<file path="config.mk">
export PLATFORM = sky130hd
export DESIGN_NAME = multicycle_control
export DESIGN_NICKNAME = d
export VERILOG_FILES = /design/src/rtl/multicycle_control.sv
export SDC_FILE = /design/constraint.sdc
export NUM_CORES = 1
export LEC_CHECK = 0
export BUFFER_PORTS_ARGS = -buffer_cell sky130_fd_sc_hd__buf_2
export CORE_AREA = 2 2 72 74
export DETAILED_ROUTE_END_ITERATION = 8
export DIE_AREA = 0 0 74 76
export HOLD_SLACK_MARGIN = 0.08
export PLACE_DENSITY = 0.78
export SYNTH_ARGS = -nofsm -noshare
export SYNTH_HDL_FRONTEND = slang
export SYNTH_SLANG_ARGS = --single-unit
</file>
<file path="constraint.sdc">
create_clock -name clk -period 2.1 [get_ports clk]
set_clock_uncertainty 0.1 [all_clocks]
set_input_delay 0.21 -clock clk [delete_from_list [all_inputs] [get_ports clk]]
set_output_delay 0.21 -clock clk [all_outputs]
set_load 0.005 [all_outputs]
</file>
<file path="src/rtl/multicycle_control.sv">
// -----------------------------------------------------------------------------
// multicycle_control
//   Control FSM for the multi-cycle RV32I datapath. Each instruction is walked
//   through FETCH -> DECODE -> EXECUTE -> (MEM) -> WB. The FSM drives the
//   datapath enables, operand muxes and alu_op. It waits on instruction and
//   data memories that may stall.
//
// Parameters
//   TIMEOUT_CYCLES : wait cycles allowed in FETCH/MEM before a forced halt
//                    (0 = never time out)
//   COUNTER_WIDTH  : width of the performance counters
//
// Ports
//   clk, reset                 clock, synchronous active-high reset
//   instruction                instruction memory data (valid with imem_ready)
//   imem_req / imem_ready      fetch handshake
//   dmem_req / dmem_we /
//   dmem_ready                 data access handshake (we=1 store)
//   pc_write, ir_write         pc <= pc+4, IR capture (both Mealy on fetch done)
//   reg_write, wb_sel          register file write enable / 1=load data
//   use_imm, imm_sel, alu_op   ALU operand and operation controls
//   state                      current state (FETCH=0 .. HALT=5)
//   illegal, timeout           sticky error flags
//   cycle_count, instret_count performance counters
//
// Build option
//   MCTRL_PERF_COUNTERS_EN : when defined, builds the cycle and instret
//   counters. Otherwise both counter ports are tied to zero.
// -----------------------------------------------------------------------------
module multicycle_control #(
    parameter int unsigned TIMEOUT_CYCLES = 0,
    parameter int unsigned COUNTER_WIDTH  = 32
) (
    input  logic                     clk,
    input  logic                     reset,
    input  logic [31:0]              instruction,
    output logic                     imem_req,
    input  logic                     imem_ready,
    output logic                     dmem_req,
    output logic                     dmem_we,
    input  logic                     dmem_ready,
    output logic                     pc_write,
    output logic                     ir_write,
    output logic                     reg_write,
    output logic                     wb_sel,
    output logic                     use_imm,
    output logic                     imm_sel,
    output logic [2:0]               alu_op,
    output logic [2:0]               state,
    output logic                     illegal,
    output logic                     timeout,
    output logic [COUNTER_WIDTH-1:0] cycle_count,
    output logic [COUNTER_WIDTH-1:0] instret_count
);

    typedef enum logic [2:0] {
        S_FETCH   = 3'd0,
        S_DECODE  = 3'd1,
        S_EXECUTE = 3'd2,
        S_MEM     = 3'd3,
        S_WB      = 3'd4,
        S_HALT    = 3'd5
    } state_t;

    typedef enum logic [1:0] {
        C_R     = 2'd0,
        C_I     = 2'd1,
        C_LOAD  = 2'd2,
        C_STORE = 2'd3
    } class_t;

    localparam logic [2:0] OP_ADD = 3'd0;
    localparam logic [2:0] OP_SUB = 3'd1;
    localparam logic [2:0] OP_AND = 3'd2;
    localparam logic [2:0] OP_OR  = 3'd3;
    localparam logic [2:0] OP_XOR = 3'd4;
    localparam logic [2:0] OP_SLL = 3'd5;
    localparam logic [2:0] OP_SRL = 3'd6;
    localparam logic [2:0] OP_SLT = 3'd7;

    typedef struct packed {
        logic       ok;
        class_t     cls;
        logic [2:0] op;
    } dec_t;

    function automatic logic [2:0] f3_to_op(input logic [2:0] f3);
        logic [2:0] op;
        case (f3)
            3'b000:  op = OP_ADD;
            3'b111:  op = OP_AND;
            3'b110:  op = OP_OR;
            3'b100:  op = OP_XOR;
            3'b001:  op = OP_SLL;
            3'b101:  op = OP_SRL;
            3'b010:  op = OP_SLT;
            default: op = OP_ADD;
        endcase
        return op;
    endfunction

    function automatic dec_t decode(input logic [6:0] f7, input logic [2:0] f3,
                                    input logic [6:0] opc);
        dec_t d;
        d.ok  = 1'b0;
        d.cls = C_R;
        d.op  = OP_ADD;
        case (opc)
            7'b0110011: begin
                d.cls = C_R;
                if (f7 == 7'b0000000) begin
                    d.ok = (f3 != 3'b011);
                    d.op = f3_to_op(f3);
                end else if (f7 == 7'b0100000 && f3 == 3'b000) begin
                    d.ok = 1'b1;
                    d.op = OP_SUB;
                end
            end
            7'b0010011: begin
                d.cls = C_I;
                d.op  = f3_to_op(f3);
                case (f3)
                    3'b011:         d.ok = 1'b0;
                    // Shift-immediates only accept a zero upper immediate.
                    3'b001, 3'b101: d.ok = (f7 == 7'b0000000);
                    default:        d.ok = 1'b1;
                endcase
            end
            7'b0000011: begin
                d.cls = C_LOAD;
                d.ok  = (f3 == 3'b010);
            end
            7'b0100011: begin
                d.cls = C_STORE;
                d.ok  = (f3 == 3'b010);
            end
            default: ;
        endcase
        return d;
    endfunction

    state_t      state_q;
    class_t      cls_q;
    logic [4:0]  rd_q;
    logic [2:0]  op_q;
    logic        illegal_q;
    logic        timeout_q;
    logic [31:0] wait_q;
    // Only the fields the controller decodes: funct7, funct3, rd, opcode.
    logic [21:0] ir_q;
    dec_t        dec;
    logic        wait_hit;
    logic        is_mem_cls;
    logic        unused_fields;

    // rs1/rs2 (bits 24:15) belong to the datapath, not the controller.
    assign unused_fields = ^instruction[24:15];

    assign dec        = decode(ir_q[21:15], ir_q[14:12], ir_q[6:0]);
    assign is_mem_cls = (cls_q == C_LOAD) || (cls_q == C_STORE);
    // The wait counter reaching the limit on this stalled cycle forces a halt.
    assign wait_hit   = (TIMEOUT_CYCLES != 0) && ((wait_q + 32'd1) == TIMEOUT_CYCLES);

    always_ff @(posedge clk) begin
        if (state_q == S_FETCH && imem_ready) begin
            ir_q <= {instruction[31:25], instruction[14:0]};
        end
    end

    always_ff @(posedge clk) begin
        if (reset) begin
            state_q   <= S_FETCH;
            cls_q     <= C_R;
            rd_q      <= 5'd0;
            op_q      <= OP_ADD;
            illegal_q <= 1'b0;
            timeout_q <= 1'b0;
            wait_q    <= 32'd0;
        end else begin
            case (state_q)
                S_FETCH: begin
                    if (imem_ready) begin
                        state_q <= S_DECODE;
                        wait_q  <= 32'd0;
                    end else if (wait_hit) begin
                        state_q   <= S_HALT;
                        timeout_q <= 1'b1;
                        wait_q    <= 32'd0;
                    end else if (TIMEOUT_CYCLES != 0) begin
                        wait_q <= wait_q + 32'd1;
                    end
                end
                S_DECODE: begin
                    cls_q <= dec.cls;
                    rd_q  <= ir_q[11:7];
                    op_q  <= dec.op;
                    if (dec.ok) begin
                        state_q <= S_EXECUTE;
                    end else begin
                        state_q   <= S_HALT;
                        illegal_q <= 1'b1;
                    end
                end
                S_EXECUTE: state_q <= is_mem_cls ? S_MEM : S_WB;
                S_MEM: begin
                    if (dmem_ready) begin
                        state_q <= (cls_q == C_LOAD) ? S_WB : S_FETCH;
                        wait_q  <= 32'd0;
                    end else if (wait_hit) begin
                        state_q   <= S_HALT;
                        timeout_q <= 1'b1;
                        wait_q    <= 32'd0;
                    end else if (TIMEOUT_CYCLES != 0) begin
                        wait_q <= wait_q + 32'd1;
                    end
                end
                S_WB:    state_q <= S_FETCH;
                default: state_q <= S_HALT;
            endcase
        end
    end

    // Control outputs decode from the state; the ALU controls stay valid from
    // EXECUTE through MEM/WB so the address and result remain stable.
    always_comb begin
        imem_req  = 1'b0;
        dmem_req  = 1'b0;
        dmem_we   = 1'b0;
        pc_write  = 1'b0;
        ir_write  = 1'b0;
        reg_write = 1'b0;
        wb_sel    = 1'b0;
        use_imm   = 1'b0;
        imm_sel   = 1'b0;
        alu_op    = OP_ADD;
        if (state_q == S_EXECUTE || state_q == S_MEM || state_q == S_WB) begin
            alu_op  = op_q;
            use_imm = (cls_q != C_R);
            imm_sel = (cls_q == C_STORE);
        end
        case (state_q)
            S_FETCH: begin
                imem_req = 1'b1;
                pc_write = imem_ready;
                ir_write = imem_ready;
            end
            S_MEM: begin
                dmem_req = 1'b1;
                dmem_we  = (cls_q == C_STORE);
            end
            S_WB: begin
                reg_write = (rd_q != 5'd0);
                wb_sel    = (cls_q == C_LOAD);
            end
            default: ;
        endcase
    end

    assign state   = state_q;
    assign illegal = illegal_q;
    assign timeout = timeout_q;

`ifdef MCTRL_PERF_COUNTERS_EN
    logic [COUNTER_WIDTH-1:0] cyc_q;
    logic [COUNTER_WIDTH-1:0] ret_q;
    logic                     retire;

    // A store retires when its data access completes; everything else at WB.
    assign retire = (state_q == S_WB) ||
                    (state_q == S_MEM && dmem_ready && cls_q == C_STORE);

    always_ff @(posedge clk) begin
        if (reset) begin
            cyc_q <= '0;
            ret_q <= '0;
        end else begin
            if (state_q != S_HALT) cyc_q <= cyc_q + {{(COUNTER_WIDTH-1){1'b0}}, 1'b1};
            if (retire)            ret_q <= ret_q + {{(COUNTER_WIDTH-1){1'b0}}, 1'b1};
        end
    end

    assign cycle_count   = cyc_q;
    assign instret_count = ret_q;
`else
    assign cycle_count   = '0;
    assign instret_count = '0;
`endif

endmodule

</file>
### Yosys cells after proc, flatten, opt, wreduce, memory -nomap -nowiden

Index checks and enable logic that the tools add are counted.

* memories: 0
* register bits: 36
* output and inout port bits: 81
* input port bits: 36
* memory bits (read-only): 0
* bits in latches: 0
* bits in writable memories: 0
* word-level logic and storage cells: 64

* multiplexer cells: 23
* bitwise gates (word level): 1
* reductions and logical operators: 13
* div/mod/pow operators: 0
* $lt $le $gt $ge: 0
* add/subtract/negate cells: 0
* multipliers: 0
* shift-type cells: 0
* eq/ne operators: 21

Operators with widths (count)
* 7-bit by 6-bit == test with 1-bit output (second input constant): 3
* 3-bit 2-to-1 mux: 7
* 3-bit one-hot mux with 6 select lines: 1
* 3-bit == test (second input constant): 5
* 3-bit one-hot mux with 5 select lines: 1
* 3-bit by 2-bit == test with 1-bit output (second input constant): 4
* 3-bit one-hot mux with 4 select lines: 1
* 1-bit 2-to-1 mux: 11
* 7-bit by 2-bit == test with 1-bit output (second input constant): 1
* 7-bit by 5-bit == test with 1-bit output (second input constant): 1
* 7-bit logical NOT: 1
* 3-bit by 1-bit == test with 1-bit output (second input constant): 2
* 3-bit logical NOT: 2
* 3-bit one-hot mux with 2 select lines: 1
* 5-bit nonzero test: 1
* 2-bit == test (second input constant): 2
* 2-bit != test (second input constant): 2
* 2-bit AND reduction: 2
* 1-bit logical OR: 3
* 3-bit by 2-bit != test with 1-bit output (second input constant): 1
* 1-bit logical AND: 2
* 1-bit one-hot mux with 2 select lines: 1
* 2-bit nonzero test: 1
* 2-bit OR reduction: 1
* 1-bit inverter: 1

### Longest topological paths before layout

Gate-level depths: netlist of the first run.

* word-level depth: 7
* mapped depth: 5
* gate-level depth less buffers: 4

### Least setup slack after synthesis of the first run

Ideal clock, no wire load.

* path type: register -> output
* start point: register state_q[2], in the netlist state[2]
* end point: output port pc_write
* data arrival time: 1731 ps
* path buffers: 2
* stages on the path, launching flop included: 5
* required time: 1790 ps
* setup slack: 59 ps
* cells stage by stage: dfxtp_1 clkbuf_2 nor3_1 and2_1 buf_4

* word-level cells in the longest chain between the ends: 2

Ends and longest elaborated chain
* from (decl): RTL line 142 `state_t state_q;`
* from (signal assigned): RTL line 204 `S_EXECUTE: state_q <= is_mem_cls ? S_MEM : S_WB;`
* from (signal assigned): RTL line 207 `state_q <= (cls_q == C_LOAD) ? S_WB : S_FETCH;`
* 3-bit logical NOT
* 1-bit 2-to-1 mux
* to (decl): RTL line 42 `output logic pc_write,`

No other way between the ends.

### Worst setup path after layout of the first run

* start point: register state_q[2], in the netlist state[2]
* end point: output port ir_write

* word-level cells in the longest chain between the ends: 2

Ends and longest elaborated chain
* 3-bit logical NOT: RTL line 241 `case (state_q)`
* 1-bit 2-to-1 mux: RTL line 241
* to (decl): RTL line 43 `output logic ir_write,`

No other way between the ends.

==> flow_metrics.tcl, run 1 <==
set metrics [dict create \
    grtUsageTotal 0.139 \
    min_path_type "in2reg" \
    hold_violations 0 \
    r2r_cells 4 \
    layout-drive-gt1-share 0.218 \
    worst-path-stages 4 \
    core_area_um2 4910 \
    ys_warn_count 0 \
    grt_antenna_before_repair 0 \
    tns_ns 0 \
    synth_cell_types 38 \
    outcome "finished clean" \
    seq_area_frac_synth 0.459 \
    final_util 0.497 \
    gp_congestion 0.720 \
    io_pins 117 \
    rsz0062_at_grt "no" \
    syn_to_final_growth_pct 19.0 \
    grt_pass1_wl_um 5950 \
    wl_per_cell_um 10.7 \
    num_vias 1447 \
    place_inst 315 \
    htreeDepth 2 \
    cts_tree "built" \
    die_area_um2 5620 \
    port_buffers 41 \
    finalInstanceArea_um2 2440 \
    cp_slowest_stage_delay_ns 0.40 \
    grt_pass1_vias 1338 \
    crit_family "buffers and inverters" \
    num-nets-final 310 \
    synth-seq-cells 36 \
    remaining_drc_errors 0 \
    cp_slowest_cell "dfxtp_1" \
    synth_area_um2 2050 \
    rows 26 \
    dieHeight_um 76 \
    pre_cts_ws_ns 0.265 \
    power-per-cell-area_nw_per_um2 913 \
    r2r-start "ir_q[16]$_DFFE_PP_" \
    cts_buffers 5 \
    ant_nets 0 \
    cts.sinks 36 \
    hpwlAfterDp_um 2500 \
    insertion_delay_ns 0.29 \
    final_max_slew_viol_count 0 \
    setup_viol 0 \
    clockRootBuffer "clkbuf_8" \
    cp_data_required_time_ns 1.79 \
    path_class "reg2out" \
    startpoint_type "register" \
    cp_max_fo 24 \
    cts_buffer_depth 2 \
    r2r_setup_slack_ns 0.23 \
    critPathCaptureType "primary output" \
    grt_overflow_total 0 \
    path_clk_slew_ns 0.07 \
    path_cells "nor3_2 -> and2_1 -> buf_4 -> buf_2" \
    crit_arrival_ns 1.61 \
    maxCapViolCount 0 \
    fillCellCount 446 \
    crit_path_end "ir_write" \
    netlist_instances 208 \
    wl_um 3700 \
    ir_drop_mv 0.513 \
    r2r-end "op_q[0]$_SDFFE_PP0P_" \
    first_pass_iters 4 \
    cts_setup_buffers 0 \
    placed_cell_area_um2 2090 \
    start_util 0.418 \
    fin_ws_ns 0.180 \
    syn_avg_cell_area_um2 9.87 \
    period_share 0.914 \
    antenna_cells 0 \
    cp-startpoint "state[2]$_SDFFE_PP0P_" \
    fmax_mhz 521 \
    leakage_nw 1.07 \
    viasPerCell 4.19 \
    drt_iter0_drc 16 \
    die_x_um 74 \
    path_buf_inv 2 \
    instances_no_fill 345 \
    grt_max_degree 25 \
    finalCriticalPeriod_ns 1.92 \
]
## power breakdown
group	leakage (nW)	total [mW]	internal [mW]	switching, mW
combinational	0.684	0.549	0.237	0.312
sequential	0.322	1.03	0.917	0.110
clock	0.0645	0.654	0.419	0.236
total	1.07	2.23	1.57	0.657
## cell usage after synthesis (all sizes together)
master / number / area share
buf: 67 / 0.24
edfxtp: 22 / 0.32
nand2: 22 / 0.040
a21oi: 14 / 0.034
dfxtp: 14 / 0.14
nor2: 10 / 0.018
nor2b: 6 / 0.018
nand2b: 5 / 0.015
clkbuf: 4 / 0.0079
inv: 4 / 0.0073
nor3: 4 / 0.0098
o21ai: 4 / 0.0098
nor4: 3 / 0.0091
o41ai: 3 / 0.024
a211oi: 2 / 0.0073
nand4: 2 / 0.0061
or3: 2 / 0.0061
or4: 2 / 0.0091
xnor2: 2 / 0.0085
a21boi: 1 / 0.0037
a22oi: 1 / 0.0061
a31o: 1 / 0.0043
a32o: 1 / 0.0055
and2: 1 / 0.0031
conb: 1 / 0.0018
nand3: 1 / 0.0024
nand3b: 1 / 0.0037
nand4bb: 1 / 0.0055
nor3b: 1 / 0.0061
o211a: 1 / 0.0049
o22ai: 1 / 0.0031
o31a: 1 / 0.0043
o31ai: 1 / 0.0037
o32ai: 1 / 0.0043
or3b: 1 / 0.0043
## layout make-up
| type | instances | area (µm²) | area share |
|---|---|---|---|
| clock inverter | 1 | 30.0 | 0.0123 |
| clock buffer | 7 | 96.3 | 0.0394 |
| timing repair buffer | 66 | 448 | 0.183 |
| tap | 70 | 87.6 | 0.0359 |
| multi-input combinational | 161 | 825 | 0.338 |
| inverter | 4 | 15.0 | 0.00615 |
| sequential | 36 | 941 | 0.385 |
## registers in the layout, summed over array words and instances (netlist names)
register / cells
illegal: 1
ir_q: 22
state: 3
op_q: 3
cls_q: 2
rd_q: 5
## metal layers
| metal | global-route usage | vias up | part of all wire |
|---|---|---|---|
| met5 | 0 | - | 0 |
| met4 | 0.0655 | 0 | 0.017 |
| met3 | 0.0463 | 8 | 0.076 |
| met2 | 0.238 | 81 | 0.52 |
| met1 | 0.151 | 641 | 0.39 |
| li1 | - | 717 | - |
## through the flow
| stage | power [mW] | hold WS [ns] |
|---|---|---|
| 6_report | 2.23 | 0.155 |
| 5_1_grt | 2.38 | 0.159 |
| 3_3_place_gp | 1.54 | 0.286 |
| 4_1_cts | 2.23 | 0.147 |
| 3_5_place_dp | 1.55 | 0.288 |
| 2_1_floorplan | 1.47 | 0.209 |
## worst min path at each step
stage | from | end | slack [ns] | cells after the start
final | reset | rd_q[4]$_SDFFE_PP0P_ | 0.15 | 2
after detailed placement | instruction[12] | ir_q[12]$_DFFE_PP_ | 0.29 | 1
after CTS | reset | op_q[1]$_SDFFE_PP0P_ | 0.15 | 2
after global routing | reset | rd_q[4]$_SDFFE_PP0P_ | 0.16 | 2
after floorplan | instruction[0] | ir_q[0]$_DFFE_PP_ | 0.21 | 0
after global placement | instruction[5] | ir_q[5]$_DFFE_PP_ | 0.29 | 1
## cells in the final DEF, fill, tap and decap left out, types with 2 or more instances in the layout
| master | count |
|---|---|
| xnor2_1 | 2 |
| nor3_1 | 3 |
| buf_2 | 41 |
| inv_1 | 4 |
| dlygate4sd3_1 | 22 |
| buf_4 | 3 |
| o21ai_0 | 4 |
| edfxtp_1 | 22 |
| nand4_1 | 2 |
| nand2b_1 | 5 |
| nor4_1 | 3 |
| or3_1 | 2 |
| o41ai_2 | 3 |
| clkbuf_8 | 7 |
| nand2_1 | 22 |
| conb_1 | 65 |
| a21oi_1 | 14 |
| a211oi_1 | 2 |
| nor2_1 | 10 |
| nor2b_1 | 6 |
| dfxtp_1 | 14 |
## timing repair
action                     CTS  global route
hold buffers                22             0
gates resized for setup      0             1
hold endpoints to repair    22             0
setup endpoints to repair    0             2
## worst register-to-register path: stages, from the launching register on
cell      delay [ns]
edfxtp_1        0.37
or4_4           0.58
o41ai_2         0.36
a22oi_2         0.10
o41ai_2         0.26
## cells by family after synthesis
group           Yosys count  synth area share
other cells               1           0.00183
buf+inv                  75             0.259
simple gates             62             0.157
xor+xnor                  2           0.00854
flops                    36             0.459
compound gates           32             0.115
No activity file was read; power rests on OpenSTA's default activity.
==> inputs of run 2 (changes only) <==
- clock period: 2.1 -> 2.2 ns (I/O delays scaled with it)
==> flow_metrics.tcl, run 2 (synthesized netlist as in run 1, its figures left out) <==
set metrics [dict create \
    core_area_um2 4910 \
    path_clk_slew_ns 0.07 \
    cp_slowest_stage_delay_ns 0.39 \
    drt_iter0_drc 29 \
    min_path_type "in2reg" \
    fin_ws_ns 0.195 \
    layout-drive-gt1-share 0.215 \
    rsz0062_at_grt "no" \
    cts_buffer_depth 2 \
    r2r-end "state[0]$_SDFFE_PP0P_" \
    gr-max-usage-layer "met2" \
    cts_tree "built" \
    clockRootBuffer "clkbuf_8" \
    top_register "ir_q" \
    finalCriticalPeriod_ns 2.00 \
    cts.sinks 36 \
    num_vias 1439 \
    r2r_setup_slack_ns 0.35 \
    rows 26 \
    setup_viol 0 \
    final_cell_mix "65 x conb_1, 41 x buf_2, 22 x nand2_1, 22 x dlygate4sd3_1, 22 x edfxtp_1" \
    cts_setup_buffers 0 \
    cp_max_fo 24 \
    placed_cell_area_um2 2090 \
    r2r-start "ir_q[16]$_DFFE_PP_" \
    first_pass_iters 4 \
    pre_cts_ws_ns 0.395 \
    leakage_nw 1.06 \
    ant_nets 0 \
    dieHeight_um 76 \
    path_cells "nor3_1 -> and2_1 -> buf_4 -> buf_2" \
    crit_arrival_ns 1.68 \
    min_from "reset" \
    grt_pass1_vias 1338 \
    path_class "reg2out" \
    hold_end "cls_q[1]$_SDFFE_PP0P_" \
    final_max_slew_viol_count 0 \
    syn_to_final_growth_pct 17.3 \
    insertion_delay_ns 0.29 \
    num-nets-final 310 \
    hold_violations 0 \
    gp_congestion 0.724 \
    cts_buffers 5 \
    grt_pass1_wl_um 5940 \
    viasPerCell 4.17 \
    grtUsageMet2 0.245 \
    startpoint_type "register" \
    grt_overflow_total 0 \
    fin_hold_ws_ns 0.171 \
    grt_antenna_before_repair 0 \
    io_pins 117 \
    hpwlAfterDp_um 2480 \
    start_util 0.418 \
    path_buf_inv 2 \
    outcome "finished clean" \
    final_util 0.490 \
    hold_path_depth 2 \
    die_x_um 74 \
    ir_drop_mv 0.508 \
    period_share 0.911 \
    final_common_cell "conb_1" \
    largest_reg_flops 22 \
    grtUsageTotal 0.138 \
    fmax_mhz 499 \
    power-per-cell-area_nw_per_um2 825 \
    antenna_cells 0 \
    die_area_um2 5620 \
    maxCapViolCount 0 \
    met3_usage 0.0384 \
    grt_use_met1 0.147 \
    finalPower_mw 1.98 \
    instances_no_fill 345 \
    remaining_drc_errors 0 \
    crit_family "simple AND/OR/NAND/NOR gates" \
    port_buffers 41 \
    cp_data_required_time_ns 1.88 \
    critPathCaptureType "primary output" \
    tns_ns 0 \
    htreeDepth 2 \
    cp_slowest_cell "dfxtp_1" \
    place_inst 315 \
    r2r_cells 4 \
    finalInstanceArea_um2 2410 \
    largest_registers "ir_q (22), rd_q (5)" \
    wl_um 3670 \
    wl_per_cell_um 10.6 \
    grt_max_degree 25 \
]
-- run 2: timing repair --
action	in CTS	in global routing
gates resized for setup	0	0
endpoints found under the hold margin	22	0
hold buffers	22	0
-- run 2: layer usage --
metal / part of all wire / routed length [µm]
met4: 0.025 / 90
met2: 0.51 / 1870
met3: 0.078 / 287
met5: 0 / 0
met1: 0.39 / 1420
-- run 2: final cells by class --
cell class | count | area, µm²
clock inverters | 2 | 13.8
multi-input cells | 161 | 820
fillers | 439 | 2500
flip-flops and latches | 36 | 941
well taps | 70 | 87.6
repair buffers | 66 | 448
clock buffers | 6 | 82.6
inverters | 4 | 15.0
-- run 2: worst max path at each step --
| stage | start | end | slack [ns] | cells past startpoint |
|---|---|---|---|---|
| after floorplan | state[2]$_SDFFE_PP0P_ | pc_write | 0.15 | 4 |
| after global placement | ir_q[16]$_DFFE_PP_ | state[0]$_SDFFE_PP0P_ | 0.40 | 4 |
| after detailed placement | ir_q[16]$_DFFE_PP_ | op_q[0]$_SDFFE_PP0P_ | 0.40 | 4 |
| after CTS | state[2]$_SDFFE_PP0P_ | pc_write | 0.16 | 4 |
| after global routing | state[2]$_SDFFE_PP0P_ | ir_write | 0.05 | 4 |
| final | state[2]$_SDFFE_PP0P_ | ir_write | 0.20 | 4 |
-- run 2: power by group --
part           leakage [nW]  internal, mW  switching [mW]
sequential            0.322         0.875           0.103
combinational         0.683         0.223           0.297
clock                0.0516         0.255           0.232
total                  1.06          1.35           0.632
==> inputs of run 3 (changes only) <==
- GPL_TIMING_DRIVEN: not set -> 0
==> flow_metrics.tcl, run 3 (synthesized netlist as in run 1, its figures left out) <==
set metrics [dict create \
    cp_slowest_stage_delay_ns 0.36 \
    port_buffers 41 \
    largest_registers "ir_q (22), rd_q (5)" \
    cp_slowest_cell "nor3_2" \
    cp_max_fo 12 \
    hold_end "op_q[0]$_SDFFE_PP0P_" \
    max-slew-margin-rel 0.585 \
    r2r-start "ir_q[16]$_DFFE_PP_" \
    layout-drive-gt1-share 0.363 \
    multiInputGateArea_um2 835 \
    htreeDepth 2 \
    core_area_um2 4910 \
    r2r_cells 4 \
    grt_pass1_vias 1421 \
    final_cell_mix "66 x buf_4, 65 x conb_1, 42 x buf_2" \
    largest_reg_flops 22 \
    min_from "reset" \
    tns_ns 0 \
    wl_per_cell_um 9.36 \
    die_x_um 74 \
    hold_path_depth 3 \
    cts.sinks 36 \
    wl_um 3880 \
    critPathCaptureType "primary output" \
    grt_overflow_total 0 \
    num_vias 1630 \
    min_path_type "in2reg" \
    ant_nets 0 \
    finalPower_mw 2.04 \
    top_register "ir_q" \
    worstMarginPinSlew_ns 0.619 \
    grt_max_degree 25 \
    crit_family "simple AND/OR/NAND/NOR gates" \
    cts_tree "built" \
    first_pass_iters 3 \
    grtUsageTotal 0.136 \
    setup_viol 0 \
    final_common_cell "buf_4" \
    fillCellCount 440 \
    num-nets-final 379 \
    regArea_um2 941 \
    remaining_drc_errors 0 \
    leakage_nw 1.41 \
    power-per-cell-area_nw_per_um2 701 \
    hold_violations 0 \
    final_max_slew_viol_count 0 \
    cts_buffer_depth 2 \
    antenna_cells 0 \
    crit_arrival_ns 1.68 \
    path_buf_inv 3 \
    path_class "reg2out" \
    grt_antenna_before_repair 0 \
    io_pins 117 \
    r2r_setup_slack_ns 0.38 \
    gp_congestion 0.749 \
    hpwlAfterDp_um 2900 \
    path_cells "clkbuf_2 -> nor3_2 -> and2_4 -> buf_4 -> buf_2" \
    drt_iter0_drc 27 \
    maxCapViolCount 0 \
    finalCriticalPeriod_ns 2.00 \
    path_clk_slew_ns 0.07 \
    insertion_delay_ns 0.28 \
    dieHeight_um 76 \
    fmax_mhz 500 \
    grt_pass1_wl_um 5950 \
    viasPerCell 3.94 \
    die_area_um2 5620 \
    rsz0062_at_grt "no" \
    cts_buffers 5 \
    syn_to_final_growth_pct 41.5 \
    r2r-end "state[0]$_SDFFE_PP0P_" \
    outcome "finished clean" \
    start_util 0.418 \
    cp_data_required_time_ns 1.88 \
    ir_drop_mv 0.528 \
    period_share 0.909 \
    rows 26 \
    clockRootBuffer "clkbuf_8" \
    startpoint_type "register" \
]
## run 3: worst max path at each step
stage	startpoint	to	slack, ns	cells past startpoint
finish	state[2]$_SDFFE_PP0P_	pc_write	0.20	5
floorplan	state[2]$_SDFFE_PP0P_	pc_write	0.15	4
global route	state[2]$_SDFFE_PP0P_	pc_write	0.09	5
global placement	state[2]$_SDFFE_PP0P_	pc_write	-0.09	5
detailed placement	state[2]$_SDFFE_PP0P_	pc_write	-0.11	5
CTS	state[2]$_SDFFE_PP0P_	pc_write	0.07	5
## run 3: per-stage QoR
step	instance area, µm²	util	setup slack [ns]	hold WS, ns	instances
after global placement	2580	0.526	-0.0934	0.296	383
after floorplan	2290	-	0.149	0.219	272
final	2900	0.591	0.200	0.177	414
after global routing	2900	0.591	0.0879	0.189	414
after CTS	2890	0.589	0.0695	0.171	413
after detailed placement	2580	0.526	-0.109	0.298	383
## run 3: power by group
part,switching [mW],internal (mW)
clock,0.212,0.219
sequential,0.0747,0.875
combinational,0.355,0.300
## run 3: timing repair
item                                    CTS  global route
endpoints found under the hold margin    22             0
gates resized for setup                   2             1
hold buffers                             22             0
pin swaps                                 0             1
gates cloned                              0             1
endpoints found under the setup margin    2             1
buffers inserted                          0             0
## run 3: final cells by class
cell class	count	share of cell area
multi-input combinational	162	0.287
buffer	71	0.178
clock buffer	6	0.0250
timing repair buffer	63	0.146
clock inverter	2	0.00388
inverter	4	0.00517
sequential	36	0.324
tap	70	0.0302
## run 3: per-layer routing
metal	vias up	share of wire	track usage	wire length [µm]
met4	0	0.014	0.0491	53
met3	7	0.10	0.0397	399
met2	78	0.52	0.263	2000
met1	687	0.37	0.129	1420
li1	858	-	-	-
met5	-	0	0	0
## run 3: tightest hold or removal path: cells and delay by family
family	cells	cell delay, ns
buffers and inverters	1	0.11
and+or+nand+nor	1	0.12
AOI/OAI and AO/OA	1	0.06
